### config.mk
export PLATFORM = sky130hd
export DESIGN_NAME = spi_reg_responder
export DESIGN_NICKNAME = d
export VERILOG_FILES = /design/src/rtl/spi_pkg.sv /design/src/rtl/spi_sync_edge.sv /design/src/rtl/spi_reg_responder.sv
export SDC_FILE = /design/constraint.sdc
export NUM_CORES = 1
export LEC_CHECK = 0
export BUFFER_PORTS_ARGS = -buffer_cell sky130_fd_sc_hd__buf_4
export CORE_ASPECT_RATIO = 1.5
export CORE_MARGIN = 2
export CORE_UTILIZATION = 38
export DETAILED_ROUTE_END_ITERATION = 8
export PLACE_DENSITY_LB_ADDON = 0.1
export SYNTH_ARGS = -nofsm -noshare
export SYNTH_HDL_FRONTEND = slang
export SYNTH_HIERARCHICAL = 1
export SYNTH_SLANG_ARGS = --single-unit
### constraint.sdc
create_clock -name clk -period 2.8 [get_ports clk]
set_input_delay 0.28 -clock clk [delete_from_list [all_inputs] [get_ports clk]]
set_output_delay 0.28 -clock clk [all_outputs]
set_load 0.005 [all_outputs]
### src/rtl/spi_pkg.sv
// spi_pkg
// Shared definitions for the SPI register responder: FSM state encoding,
// read/write command codes, default status byte and command field positions.
`timescale 1ns/1ps
package spi_pkg;

    // Transaction phases of the responder
    typedef enum logic [1:0] {
        IDLE    = 2'd0,
        CMD     = 2'd1,
        DATA    = 2'd2,
        WAIT_CS = 2'd3
    } state_t;

    // Value of the R/W bit in the command byte
    localparam logic RW_WRITE = 1'b0;
    localparam logic RW_READ  = 1'b1;

    // Byte shifted out on miso while the command byte is being received
    localparam logic [7:0] STATUS_BYTE_DEFAULT = 8'hA5;

    // Command byte layout: [7] = R/W, [6:0] = register address
    localparam int RW_BIT   = 7;
    localparam int ADDR_MSB = 6;

endpackage

### src/rtl/spi_sync_edge.sv
// spi_sync_edge
// Two-flop synchronizer for a signal asynchronous to clk, followed by an edge
// detector comparing the synchronized value with its previous value.
// Ports:
//   clk   in   system clock
//   din   in   asynchronous input
//   sync  out  synchronized level
//   rise  out  1-cycle pulse on a detected 0->1 transition
//   fall  out  1-cycle pulse on a detected 1->0 transition
// The flops are deliberately not reset: they keep tracking the pins through a
// system reset, so a reset taken while cs_n is low does not manufacture a
// false cs_n edge when it is released.
`timescale 1ns/1ps
module spi_sync_edge (
    input  logic clk,
    input  logic din,
    output logic sync,
    output logic rise,
    output logic fall
);

    logic meta;
    logic prev;

    always_ff @(posedge clk) begin
        meta <= din;
        sync <= meta;
        prev <= sync;
    end

    assign rise = sync & ~prev;
    assign fall = ~sync & prev;

endmodule

### src/rtl/spi_reg_responder.sv
// spi_reg_responder
// SPI mode-0 target backed by a small register bank. Each transaction is a
// command byte (R/W + address) followed by a data byte. While the command byte
// arrives the target shifts out a status byte; during the data byte it shifts
// out the addressed register as it was when the command completed.
// Ports:
//   clk       in   system clock (>= 8x sclk)
//   rst       in   synchronous active-high reset
//   cs_n      in   chip select, active low, asynchronous
//   sclk      in   SPI clock, CPOL=0, asynchronous
//   mosi      in   serial data in, MSB first
//   miso      out  serial data out, MSB first, 0 when not driven
//   miso_oe   out  miso drive enable, follows synchronized cs_n low
//   regs_out  out  flattened register bank, reg k at [8k+7:8k]
//   wr_pulse  out  1-cycle pulse when a register write commits
//   done      out  1-cycle pulse when a full 2-byte transaction is accepted
//   abort     out  1-cycle pulse when cs_n rises mid-transaction
`timescale 1ns/1ps
module spi_reg_responder
    import spi_pkg::*;
#(
    parameter int         NREGS       = 4,
    parameter logic [7:0] STATUS_BYTE = STATUS_BYTE_DEFAULT
) (
    input  logic               clk,
    input  logic               rst,
    input  logic               cs_n,
    input  logic               sclk,
    input  logic               mosi,
    output logic               miso,
    output logic               miso_oe,
    output logic [NREGS*8-1:0] regs_out,
    output logic               wr_pulse,
    output logic               done,
    output logic               abort
);

    localparam int AW = (NREGS > 1) ? $clog2(NREGS) : 1;

    // Synchronized inputs and detected edges
    logic cs_sync, cs_rise, cs_fall;
    logic sclk_sync, sclk_rise_raw, sclk_fall_raw;
    logic mosi_meta, mosi_sync;
    logic sclk_rise, sclk_fall;

    // FSM and datapath state
    state_t            state, state_n;
    logic [2:0]        bit_cnt, bit_cnt_n;
    logic [7:0]        rx_shift, rx_shift_n;
    logic [7:0]        tx_shift, tx_shift_n;
    logic              rw, rw_n;
    logic [ADDR_MSB:0] addr, addr_n;
    logic              hold, hold_n;
    logic              miso_bit, miso_bit_n;
    logic              wr_pulse_n, done_n, abort_n;
    logic [7:0]        regs   [NREGS];
    logic [7:0]        regs_n [NREGS];
    logic [7:0]        rx_next;

    spi_sync_edge u_cs_sync (
        .clk  (clk),
        .din  (cs_n),
        .sync (cs_sync),
        .rise (cs_rise),
        .fall (cs_fall)
    );

    spi_sync_edge u_sclk_sync (
        .clk  (clk),
        .din  (sclk),
        .sync (sclk_sync),
        .rise (sclk_rise_raw),
        .fall (sclk_fall_raw)
    );

    // mosi only needs to be stable when an sclk rise is detected, so a plain
    // two-flop stage is enough; it has the same latency as the sclk path.
    always_ff @(posedge clk) begin
        mosi_meta <= mosi;
        mosi_sync <= mosi_meta;
    end

    // An sclk edge coinciding with cs_n rising belongs to a frame that is
    // already ending, so it is dropped. The level check is redundant with the
    // edge detector but keeps the qualification explicit.
    assign sclk_rise = sclk_rise_raw &  sclk_sync & ~cs_rise;
    assign sclk_fall = sclk_fall_raw & ~sclk_sync & ~cs_rise;

    assign rx_next = {rx_shift[6:0], mosi_sync};

    function automatic logic addr_ok(input logic [ADDR_MSB:0] a);
        return {25'd0, a} < NREGS;
    endfunction

    // Next-state logic. A "hold" flag marks that tx_shift was just reloaded
    // with the read value at the command/data boundary: the following fall
    // presents its MSB instead of shifting.
    always_comb begin
        state_n    = state;
        bit_cnt_n  = bit_cnt;
        rx_shift_n = rx_shift;
        tx_shift_n = tx_shift;
        rw_n       = rw;
        addr_n     = addr;
        hold_n     = hold;
        miso_bit_n = miso_bit;
        wr_pulse_n = 1'b0;
        done_n     = 1'b0;
        abort_n    = 1'b0;
        for (int k = 0; k < NREGS; k++) begin
            regs_n[k] = regs[k];
        end

        case (state)
            IDLE: begin
                miso_bit_n = 1'b0;
                if (cs_fall) begin
                    tx_shift_n = STATUS_BYTE;
                    miso_bit_n = STATUS_BYTE[7];
                    bit_cnt_n  = 3'd0;
                    hold_n     = 1'b0;
                    state_n    = CMD;
                end
            end

            CMD, DATA: begin
                if (cs_rise) begin
                    abort_n    = 1'b1;
                    miso_bit_n = 1'b0;
                    bit_cnt_n  = 3'd0;
                    hold_n     = 1'b0;
                    state_n    = IDLE;
                end else if (sclk_rise) begin
                    rx_shift_n = rx_next;
                    bit_cnt_n  = bit_cnt + 3'd1;
                    if (bit_cnt == 3'd7) begin
                        if (state == CMD) begin
                            rw_n       = rx_next[RW_BIT];
                            addr_n     = rx_next[ADDR_MSB:0];
                            tx_shift_n = addr_ok(rx_next[ADDR_MSB:0]) ?
                                         regs[rx_next[AW-1:0]] : 8'h00;
                            hold_n     = 1'b1;
                            state_n    = DATA;
                        end else begin
                            if (rw == RW_WRITE && addr_ok(addr)) begin
                                regs_n[addr[AW-1:0]] = rx_next;
                                wr_pulse_n           = 1'b1;
                            end
                            done_n     = 1'b1;
                            miso_bit_n = 1'b0;
                            state_n    = WAIT_CS;
                        end
                    end
                end else if (sclk_fall) begin
                    if (hold) begin
                        miso_bit_n = tx_shift[7];
                        hold_n     = 1'b0;
                    end else begin
                        tx_shift_n = {tx_shift[6:0], 1'b0};
                        miso_bit_n = tx_shift[6];
                    end
                end
            end

            WAIT_CS: begin
                miso_bit_n = 1'b0;
                if (cs_rise) begin
                    bit_cnt_n = 3'd0;
                    state_n   = IDLE;
                end
            end

            default: begin
                miso_bit_n = 1'b0;
                state_n    = IDLE;
            end
        endcase
    end

    // State register; miso_oe is registered so that it is cleanly 0 in reset
    always_ff @(posedge clk) begin
        if (rst) begin
            state    <= IDLE;
            bit_cnt  <= 3'd0;
            rx_shift <= 8'h00;
            tx_shift <= 8'h00;
            rw       <= 1'b0;
            addr     <= '0;
            hold     <= 1'b0;
            miso_bit <= 1'b0;
            miso_oe  <= 1'b0;
            wr_pulse <= 1'b0;
            done     <= 1'b0;
            abort    <= 1'b0;
            for (int k = 0; k < NREGS; k++) begin
                regs[k] <= 8'h00;
            end
        end else begin
            state    <= state_n;
            bit_cnt  <= bit_cnt_n;
            rx_shift <= rx_shift_n;
            tx_shift <= tx_shift_n;
            rw       <= rw_n;
            addr     <= addr_n;
            hold     <= hold_n;
            miso_bit <= miso_bit_n;
            miso_oe  <= ~cs_sync;
            wr_pulse <= wr_pulse_n;
            done     <= done_n;
            abort    <= abort_n;
            for (int k = 0; k < NREGS; k++) begin
                regs[k] <= regs_n[k];
            end
        end
    end

    assign miso = miso_oe & miso_bit;

    for (genvar g = 0; g < NREGS; g++) begin : g_regs_out
        assign regs_out[8*g +: 8] = regs[g];
    end

endmodule

==> results.ini, run 1 <==
[timing]
rsz0062_at_grt=no
finalMaxSlewViolations=0
worst_slack_ns=0.505
hold_violations=0
hold_slack_ns=0.0444
worst_pin_slew_ns=0.823
clock.fmax_mhz=436
slew_headroom_pct=45.1
min_period_over_period_pct=82.0
fin_skew_ns=0.00606
setup_tns_ns=0
period_needed_ns=2.30
setup_viol=0

[cts]
cts_made_buffers=9
cts.sinks=74
cts_hold_buffers=0
h-tree-depth=3
cts_root_buffer=clkbuf_16
post_cts_buffers=0
clock_latency_ns=0.33
cts_resized=0
cts.path.max_buffers=2
clk_pin_slew_ns=0.06
cts_tree=done

[synthesis]
yosys_warnings=6
synth_area_um2=3210
synth_area_leaders=dfxtp_1 (46%), mux2i_1 (13%), nand2_1 (6.8%)
ys.flop_type=dfxtp_1
yosysTopAreaCell=dfxtp_1
yosysTopAreaCellShare_pct=46.1
yosysUniqueCellTypes=47
synth_seq_cells=74
syn_area_per_cell_um2=10.4
yosysSeqAreaShare_pct=46.1
synth_nets=322
synthArstFlopShare_pct=0
syn_inst=310
synth_edf_count=0

[die]
initial_core_util_pct=38.6
core_um2=8310
row_count=41
fp.dieArea_um2=9220
die_width_um=79.1
dieHeight_um=117
num_io_pins=42

[hold_path]
hold_path.class=primary input to flip-flop
whs_path_depth=1

[finish]
instances_no_fill=464
nFillCells=818
final_nets=364
diodes=0
mostFrequentLayoutCells=dfxtp_1 (74), nand2_1 (58), buf_4 (49), mux2i_1 (42), nor2_1 (17)
area_delta_synth_final_pct=22.8
drive_above_1_share_pct=24.1
design_area_um2=3940
layout_commonest_cell=dfxtp_1

[global_routing]
grt_overflow=0
antenna_found_initial=0
grt_util_met3_pct=4.40
grt_pass1_wl_um=12500
grt_max_degree=48
grtUsageTotal_pct=18.1
grt_use_met2_pct=31.2
met1_usage_pct=21.7
first_global_vias=2366
top_usage_layer=met2

[placed_design]
port_buffers=41
placed_cells=448
place_area_um2=3620
place_ws_ns=0.517
gp_congestion=0.797
dp_hpwl_um=5440

[setup_path]
r2r_cells=6
reg2reg_slack_ns=0.50
critPathLaunchType=flip-flop
path_max_fanout=9
crit_path_end=tx_shift[3]$_SDFFE_PP0P_
crit_type=flip-flop to flip-flop
worst_r2r_endpoint=tx_shift[3]$_SDFFE_PP0P_
r2r-start=state[0]$_SDFFE_PP0P_
startpoint=state[0]$_SDFFE_PP0P_
worstPathArrival_ns=2.52
required_ns=3.02
endpoint_kind=flip-flop

[detailed_routing]
drtIter0Drc=59
vias=2398
post_drt_wl_per_cell_um=16.7
drtAntennaViolNets=0
routed_via_density=5.17
drc=0
drt_first_pass_iters=4
wl_um=7730

[pwr]
cellPowerDensity_nw_per_um2=641
combPwrFrac_pct=7.6
p_leak_uw=0.00165
p_switching_uw=580
p_int_uw=1950
ir_worst_vdd_mv=0.337
swShare_pct=23.0
seq_power_share_pct=43.6
p_clk_share_pct=48.9

[flow_run]
cap_violations=0

[outcome]
run_status=complete, no violations

[synthesized netlist by cell type, types with 2 or more instances]
library cell / count
mux4_2: 8
buf_6: 3
nor3_4: 3
o31a_1: 2
or3_1: 2
a21oi_1: 9
nor3_1: 4
o21ai_1: 2
nand2b_1: 3
and2b_2: 2
buf_2: 5
and2_1: 2
dfxtp_1: 74
or4_1: 2
nand3b_1: 3
a22oi_1: 5
a32o_1: 5
inv_1: 6
a22o_1: 4
ha_1: 7
a221oi_2: 3
mux2i_1: 42
nor2_1: 17
nor2b_1: 6
clkbuf_1: 10
nand2_1: 58
o311a_1: 3
[metrics by stage]
step                      util (%)  power (uW)
after floorplan                  -        1280
after global routing          47.4        2620
final                         47.4        2530
after global placement        43.5        1320
after CTS                     47.4        2560
after detailed placement      43.5        1320
[area by class of cell]
type                       instances  area, um^2  share of cell area (%)
clock buffer                      13         280                    7.11
inverter                           8        30.0                   0.762
sequential                        74        1480                    37.6
multi-input combinational        210        1600                    40.7
tap                              107         134                    3.40
clock inverter                     3        45.0                    1.14
timing repair buffer              49         368                    9.33
[sequential cells by signal, indices dropped and copies added, names as in the netlist, 2 cells and up]
signal    cells
bit_cnt       3
state         2
regs         32
tx_shift      8
addr          7
rx_shift      7
[cell families (layout without fill, tap and decap cells)]
group	Yosys count	in the layout	synth area share, %
muxes	50	50	18.7
adders and majority gates	7	7	2.73
buffers and inverters	26	73	3.94
and+or+nand+nor	113	113	18.4
DFF	74	74	46.1
AOI/OAI and AO/OA	40	40	10.1
[worst max-delay path: stages, from the launching register on]
cell and delay [ns]:
dfxtp_1 0.38, inv_1 0.10, ha_1 0.41, and4b_1 0.26, a21o_1 0.20, or3_1 0.51
a32o_1 0.32
[power groups by stage]
stage          logic, uW  clock network [uW]  registers [uW]
2_1_floorplan        169                   0            1110
3_5_place_dp         193                   0            1120
4_1_cts              194                1270            1100
3_3_place_gp         193                   0            1120
5_1_grt              216                1300            1100
6_report             192                1230            1100
[worst min path at each step]
stage / start / to / slack [ns]
2_1_floorplan: mosi / mosi_meta$_DFF_P_ / 0.31
3_3_place_gp: mosi_meta$_DFF_P_ / mosi_sync$_DFF_P_ / 0.31
3_5_place_dp: mosi_meta$_DFF_P_ / mosi_sync$_DFF_P_ / 0.31
4_1_cts: mosi / mosi_meta$_DFF_P_ / 0.03
5_1_grt: sclk / u_sclk_sync/meta$_DFF_P_ / 0.03
6_report: sclk / u_sclk_sync/meta$_DFF_P_ / 0.04
[per-layer routing]
layer	up-vias	share of wire [%]
met5	-	0
met4	0	1.7
met1	1167	44
met2	39	51
li1	1182	-
met3	10	3.3
(Power assumes the default switching activity.)
==> inputs of run 2 (changes only) <==
- ABC_AREA: unset -> 1
- clock period: 2.8 -> 2 ns (I/O delays scaled with it)
==> run 2 against run 1 <==
Synthesized cell count increased by 60%. Critical path type unchanged. Via count grew 27%. Synthesized area is 6.5% higher. Sequential cell count unchanged.
==> results.ini, run 2 <==
[timing]
min_period_over_period_pct=90.4  ; was 82.0%
slew_headroom_pct=62.2  ; was 45.1%
rsz0062_at_grt=no  ; unchanged
fin_skew_ns=0.00468  ; was 0.00606 ns
finalMaxSlewViolations=0  ; unchanged
hold_violations=0  ; unchanged
clock.fmax_mhz=553  ; was 436 MHz
setup_tns_ns=0  ; unchanged
setup_viol=0  ; unchanged
period_needed_ns=1.81  ; was 2.30 ns
worst_pin_slew_ns=0.561  ; was 0.823 ns

[setup_path]
endpoint_kind=flip-flop  ; unchanged
critPathLaunchType=flip-flop  ; unchanged
required_ns=2.22  ; was 3.02 ns
reg2reg_slack_ns=0.19  ; was 0.50 ns
crit_type=flip-flop to flip-flop  ; unchanged
path_max_fanout=8  ; was 9
worstPathArrival_ns=2.03  ; was 2.52 ns

[finish]
largest_registers=regs (32), tx_shift (8)  ; unchanged
area_delta_synth_final_pct=21.8  ; was 22.8%
drive_above_1_share_pct=16.3  ; was 24.1%
instances_no_fill=656  ; was 464
regMostFlops=regs  ; unchanged
diodes=0  ; unchanged
layout_commonest_cell=nand2_1  ; was dfxtp_1
final_nets=553  ; was 364
mostFrequentLayoutCells=nand2_1 (124), nor2_1 (106), dfxtp_1 (74), inv_1 (54), buf_4 (48)  ; was dfxtp_1 (74), nand2_1 (58), buf_4 (49), mux2i_1 (42), nor2_1 (17)
largest_reg_flops=32  ; unchanged

[cts]
h-tree-depth=3  ; unchanged
cts_root_buffer=clkbuf_16  ; unchanged
cts_made_buffers=9  ; unchanged
cts_tree=done  ; unchanged
clk_pin_slew_ns=0.06  ; about the same
cts.path.max_buffers=2  ; unchanged
cts.sinks=74  ; unchanged
clock_latency_ns=0.33  ; about the same

[synthesis]
ys.flop_type=dfxtp_1  ; unchanged
yosysTopAreaCellShare_pct=43.3  ; was 46.1%
synth_area_um2=3420  ; was 3210 um^2
yosys-top-cells-count=nand2_1 (124), nor2_1 (106), dfxtp_1 (74)  ; was dfxtp_1 (74), nand2_1 (58), mux2i_1 (42)
synthArstFlopShare_pct=0  ; unchanged
yosys_warnings=6  ; unchanged
synth_seq_cells=74  ; unchanged
yosysTopAreaCell=dfxtp_1  ; unchanged
yosysSeqAreaShare_pct=43.3  ; was 46.1%
yosysUniqueCellTypes=26  ; was 47
syn_inst=497  ; was 310
synth_area_leaders=dfxtp_1 (43%), nand2_1 (14%), nor2_1 (12%)  ; was dfxtp_1 (46%), mux2i_1 (13%), nand2_1 (6.8%)
synth.most_common_cell=nand2_1  ; was dfxtp_1
synth_edf_count=0  ; unchanged
synth_nets=509  ; was 322
syn_area_per_cell_um2=6.88  ; was 10.4 um^2

[detailed_routing]
drtIter0Drc=123  ; was 59
wl_um=8610  ; was 7730 um
drt_first_pass_iters=4  ; unchanged
drtAntennaViolNets=0  ; unchanged
post_drt_wl_per_cell_um=13.1  ; was 16.7 um
drc=0  ; unchanged
routed_via_density=4.64  ; was 5.17
vias=3047  ; was 2398

[global_routing]
first_global_vias=2777  ; was 2366
grtUsageTotal_pct=18.7  ; was 18.1%
grt_max_degree=42  ; was 48
antenna_found_initial=0  ; unchanged
grt_pass1_wl_um=13700  ; was 12500 um
grt_overflow=0  ; unchanged

[die]
core_um2=8780  ; was 8310 um^2
initial_core_util_pct=39.0  ; was 38.6%
dieHeight_um=120  ; was 117 um
num_io_pins=42  ; unchanged
row_count=42  ; was 41
fp.dieArea_um2=9790  ; was 9220 um^2
die_width_um=81.5  ; was 79.1 um

[pwr]
ir_worst_vdd_mv=0.516  ; was 0.337 mV
cellPowerDensity_nw_per_um2=1000  ; was 641 nW/um^2
p_leak_uw=0.00215  ; was 0.00165 uW

[placed_design]
gp_congestion=0.868  ; was 0.797
placed_cells=636  ; was 448
dp_hpwl_um=6160  ; was 5440 um
port_buffers=41  ; unchanged

[outcome]
run_status=complete, no violations  ; unchanged

[flow_run]
cap_violations=0  ; unchanged

[hold_path]
hold_path.class=primary input to flip-flop  ; unchanged

## run 2: cell count changes in the layout (fill, tap and decap cells not counted), sizes merged, moves of 5 or more
cell,change
nand2,+75
inv,+51
o21ai,+31
a32o,-5
nor2,+94
clkinv,+5
mux2i,-42
nand3,+23
a22oi,-5
nor2b,-6
mux4,-8
a21oi,+16
## run 2: where the power goes
part / total, uW / switching (uW) / internal, uW
clock network: 1630 / 607 / 1030
logic: 882 / 562 / 319
registers: 1660 / 82.6 / 1570
## run 2: final timing paths
| path | from | end | cells past startpoint |
|---|---|---|---|
| worst max-delay path | state[0]$_SDFFE_PP0P_ | tx_shift[0]$_SDFFE_PP0P_ | 10 |
| worst min-delay path | rst | bit_cnt[1]$_SDFFE_PP0P_ | 2 |
| worst max register to register | state[0]$_SDFFE_PP0P_ | tx_shift[0]$_SDFFE_PP0P_ | 10 |
| worst min register to register | u_sclk_sync/meta$_DFF_P_ | u_sclk_sync/sync$_DFF_P_ | 0 |
## run 2: repair_timing
| action | in CTS | in global routing |
|---|---|---|
| hold buffers | 3 | 0 |
| setup buffers | 0 | 1 |
| endpoints found under the hold margin | 3 | 0 |
| resized for setup | 0 | 1 |
| setup endpoints to repair | 0 | 4 |
## run 2: metrics by stage
step	worst slack, ns	hold WS (ns)	cell area (um^2)	util [%]	total power (uW)
2_1_floorplan	0.243	0.228	3420	-	2310
3_3_place_gp	0.208	0.305	3820	43.5	2520
3_5_place_dp	0.167	0.305	3820	43.5	2530
4_1_cts	0.151	0.154	4150	47.3	4180
5_1_grt	0.0116	0.166	4170	47.5	4390
6_report	0.192	0.159	4170	47.5	4170
## run 2: cells by family after synthesis
group | synth area share (%)
simple gates | 34.6
buf+inv | 10.1
flops | 43.3
compound gates | 9.51
fa+ha+maj | 2.56
## run 2: critical path, cell delays in order (launching register included)
cell and delay [ns]:
dfxtp_1 0.38, inv_1 0.10, ha_1 0.33, nand2_1 0.08, nor2_1 0.23, nand2_1 0.08
nand2_1 0.11, nor2_4 0.07, buf_4 0.14, o21ai_0 0.14, a21oi_1 0.05
## run 2: layer usage
layer	global-route usage [%]	share of wire, %
met3	3.73	3.1
met5	0	0
met1	21.1	41
met4	8.90	3.1
met2	32.9	53
## run 2: cell type report
cell class | instances | area [um^2]
fill | 889 | 4610
multi-input combinational | 343 | 1600
sequential | 74 | 1480
timing repair buffer | 52 | 410
clock buffer | 11 | 253
inverter | 61 | 230
tap | 110 | 138
clock inverter | 5 | 52.6
==> inputs of run 3 (changes only) <==
--- a/config.mk
+++ b/config.mk
@@ -13,4 +13,5 @@
 export DETAILED_ROUTE_END_ITERATION = 8
 export PLACE_DENSITY_LB_ADDON = 0.1
+export SLEW_MARGIN = 20
 export SYNTH_ARGS = -nofsm -noshare
 export SYNTH_HDL_FRONTEND = slang
==> constraint.sdc (replaced) <==
create_clock -name clk -period 2 [get_ports clk]
set_input_delay 0.3 -clock clk [delete_from_list [all_inputs] [get_ports clk]]
set_output_delay 0.3 -clock clk [all_outputs]
set_load 0.005 [all_outputs]
==> run 3 against run 2 <==
Die area unchanged. Sequential share of layout area is 0.63 points higher. Core utilization fell by 0.78 points. Critical path type unchanged. Critical endpoint is now regs[1][6]$_SDFFE_PP0P_. Largest power group unchanged.
==> results.ini, run 3 (same netlist as run 2, synthesis figures left out) <==
[pwr]
finalPower_uw=4040  ; was 4170 uW
cellPowerDensity_nw_per_um2=986  ; was 1000 nW/um^2
p_leak_uw=0.00212  ; was 0.00215 uW
ir_worst_vdd_mv=0.516  ; about the same

[setup_path]
crit_path_max_incr_delay_ns=0.35  ; was 0.38 ns
critPathLaunchType=flip-flop  ; unchanged
worst_r2r_endpoint=regs[1][6]$_SDFFE_PP0P_  ; was tx_shift[0]$_SDFFE_PP0P_
cp_common_cell=nor2_1  ; was nand2_1
crit_type=flip-flop to flip-flop  ; unchanged
worstPathArrival_ns=2.03  ; about the same
crit_path_end=regs[1][6]$_SDFFE_PP0P_  ; was tx_shift[0]$_SDFFE_PP0P_
required_ns=2.22  ; about the same
r2r-start=state[1]$_SDFFE_PP0P_  ; was state[0]$_SDFFE_PP0P_
startpoint=state[1]$_SDFFE_PP0P_  ; was state[0]$_SDFFE_PP0P_
path_max_fanout=16  ; was 8
endpoint_kind=flip-flop  ; unchanged
r2r_cells=9  ; was 10
cpMaxStageDelayCell=dfxtp_1  ; unchanged
path_cells=inv_1, ha_1, nand2_1, nor2_2, nand2_4, nor2_8, nand3_4, nor2_1, nor2_1  ; was inv_1, ha_1, nand2_1, nor2_1, nand2_1, nand2_1, nor2_4, buf_4, o21ai_0, a21oi_1
reg2reg_slack_ns=0.19  ; about the same

[die]
core_um2=8780  ; unchanged
fp.dieArea_um2=9790  ; unchanged
num_io_pins=42  ; unchanged
initial_core_util_pct=39.0  ; unchanged
dieHeight_um=120  ; unchanged
die_width_um=81.5  ; unchanged
row_count=42  ; unchanged

[finish]
largest_registers=regs (32), tx_shift (8)  ; unchanged
area_delta_synth_final_pct=19.8  ; was 21.8%
largest_reg_flops=32  ; unchanged
drive_above_1_share_pct=16.2  ; was 16.3%
finish.utilization_pct=46.7  ; was 47.5%
mostFrequentLayoutCells=nand2_1 (124), nor2_1 (105), dfxtp_1 (73), inv_1 (54), buf_4 (51)  ; was nand2_1 (124), nor2_1 (106), dfxtp_1 (74), inv_1 (54), buf_4 (48)
diodes=0  ; unchanged
layout_commonest_cell=nand2_1  ; unchanged
regMostFlops=regs  ; unchanged
final_nets=552  ; was 553

[flow_run]
cap_violations=0  ; unchanged

[timing]
hold_violations=0  ; unchanged
clock.fmax_mhz=552  ; was 553 MHz
worst_pin_slew_ns=0.494  ; was 0.561 ns
slew_headroom_pct=66.7  ; was 62.2%
fin_skew_ns=0.00839  ; was 0.00468 ns
hold_slack_ns=0.0673  ; was 0.159 ns
setup_viol=0  ; unchanged
setup_tns_ns=0  ; unchanged
min_period_over_period_pct=90.6  ; was 90.4%
finalMaxSlewViolations=0  ; unchanged
rsz0062_at_grt=yes  ; was no
period_needed_ns=1.81  ; about the same

[cts]
cts.path.max_buffers=2  ; unchanged
cts.sinks=74  ; unchanged
cts_hold_buffers=0  ; was 3
cts_made_buffers=9  ; unchanged
cts_root_buffer=clkbuf_16  ; unchanged
clock_latency_ns=0.33  ; about the same
cts_tree=done  ; unchanged
clk_pin_slew_ns=0.06  ; about the same
h-tree-depth=3  ; unchanged

[global_routing]
first_global_vias=2652  ; was 2777
grtUsageTotal_pct=18.6  ; was 18.7%
grt_overflow=0  ; unchanged
grt_pass1_wl_um=13700  ; about the same
grt_max_degree=42  ; unchanged
antenna_found_initial=0  ; unchanged

[detailed_routing]
routed_via_density=4.71  ; was 4.64
post_drt_wl_per_cell_um=13.3  ; was 13.1 um
drc=0  ; unchanged
vias=3072  ; was 3047
wl_um=8670  ; was 8610 um
drtIter0Drc=144  ; was 123
drt_first_pass_iters=4  ; unchanged
drtAntennaViolNets=0  ; unchanged

[placed_design]
gp_congestion=0.863  ; was 0.868
dp_hpwl_um=6100  ; was 6160 um
port_buffers=41  ; unchanged

[hold_path]
whs_path_depth=1  ; was 2
hold_path.class=primary input to flip-flop  ; unchanged

[outcome]
run_status=complete, no violations  ; unchanged

## run 3: cell types whose count changed in the layout (fill, tap and decap cells not counted), sizes merged
cell / previous run / this run
bufinv: 1 / 0
clkinvlp: 1 / 0
dlygate4sd3: 3 / 0
buf: 49 / 51
clkinv: 6 / 3
clkbuf: 11 / 13
## run 3: worst max-delay path: cells and delay by family (launching register included)
family / cells / cell delay, ns
flops: 1 / 0.35
simple gates: 7 / 0.92
buf+inv: 1 / 0.10
fa+ha+maj: 1 / 0.33
## run 3: final cells by class
type / count / area (um^2)
Fill cell: 887 / 4680
Clock buffer: 13 / 260
Multi-Input combinational cell: 343 / 1600
Sequential cell: 74 / 1480
Timing Repair Buffer: 51 / 383
Tap cell: 110 / 138
Inverter: 61 / 230
## run 3: through the flow
stage	std cells	setup WS [ns]	area [um^2]
2_1_floorplan	497	0.243	3420
3_3_place_gp	637	0.208	3810
3_5_place_dp	637	0.155	3810
4_1_cts	650	0.129	4070
5_1_grt	652	-0.0106	4100
6_report	652	0.188	4100
## run 3: worst min path at each step
stage / start / endpoint / slack (ns)
after global routing: mosi / mosi_meta$_DFF_P_ / 0.06
after global placement: u_sclk_sync/meta$_DFF_P_ / u_sclk_sync/sync$_DFF_P_ / 0.31
after detailed placement: u_sclk_sync/meta$_DFF_P_ / u_sclk_sync/sync$_DFF_P_ / 0.31
final: cs_n / u_cs_sync/meta$_DFF_P_ / 0.07
after floorplan: mosi_meta$_DFF_P_ / mosi_sync$_DFF_P_ / 0.31
after CTS: cs_n / u_cs_sync/meta$_DFF_P_ / 0.06
## run 3: what timing repair did
action | 4_1_cts | 5_1_grt
endpoints found under the setup margin | 0 | 9
endpoints found under the hold margin | 0 | 0
setup buffers | 0 | 2
resized for setup | 0 | 3
## run 3: metal layers
layer / wire length [um] / track usage, % / up-vias
met4: 227 / 8.69 / 0
met5: 0 / 0 / -
met1: 3680 / 21.2 / 1398
met2: 4480 / 32.7 / 47
met3: 273 / 3.58 / 15
li1: - / - / 1612
## run 3: power by group
part / internal, uW / total, uW / switching (uW)
clock: 888 / 1470 / 580
combinational: 335 / 908 / 573
sequential: 1580 / 1660 / 85.6
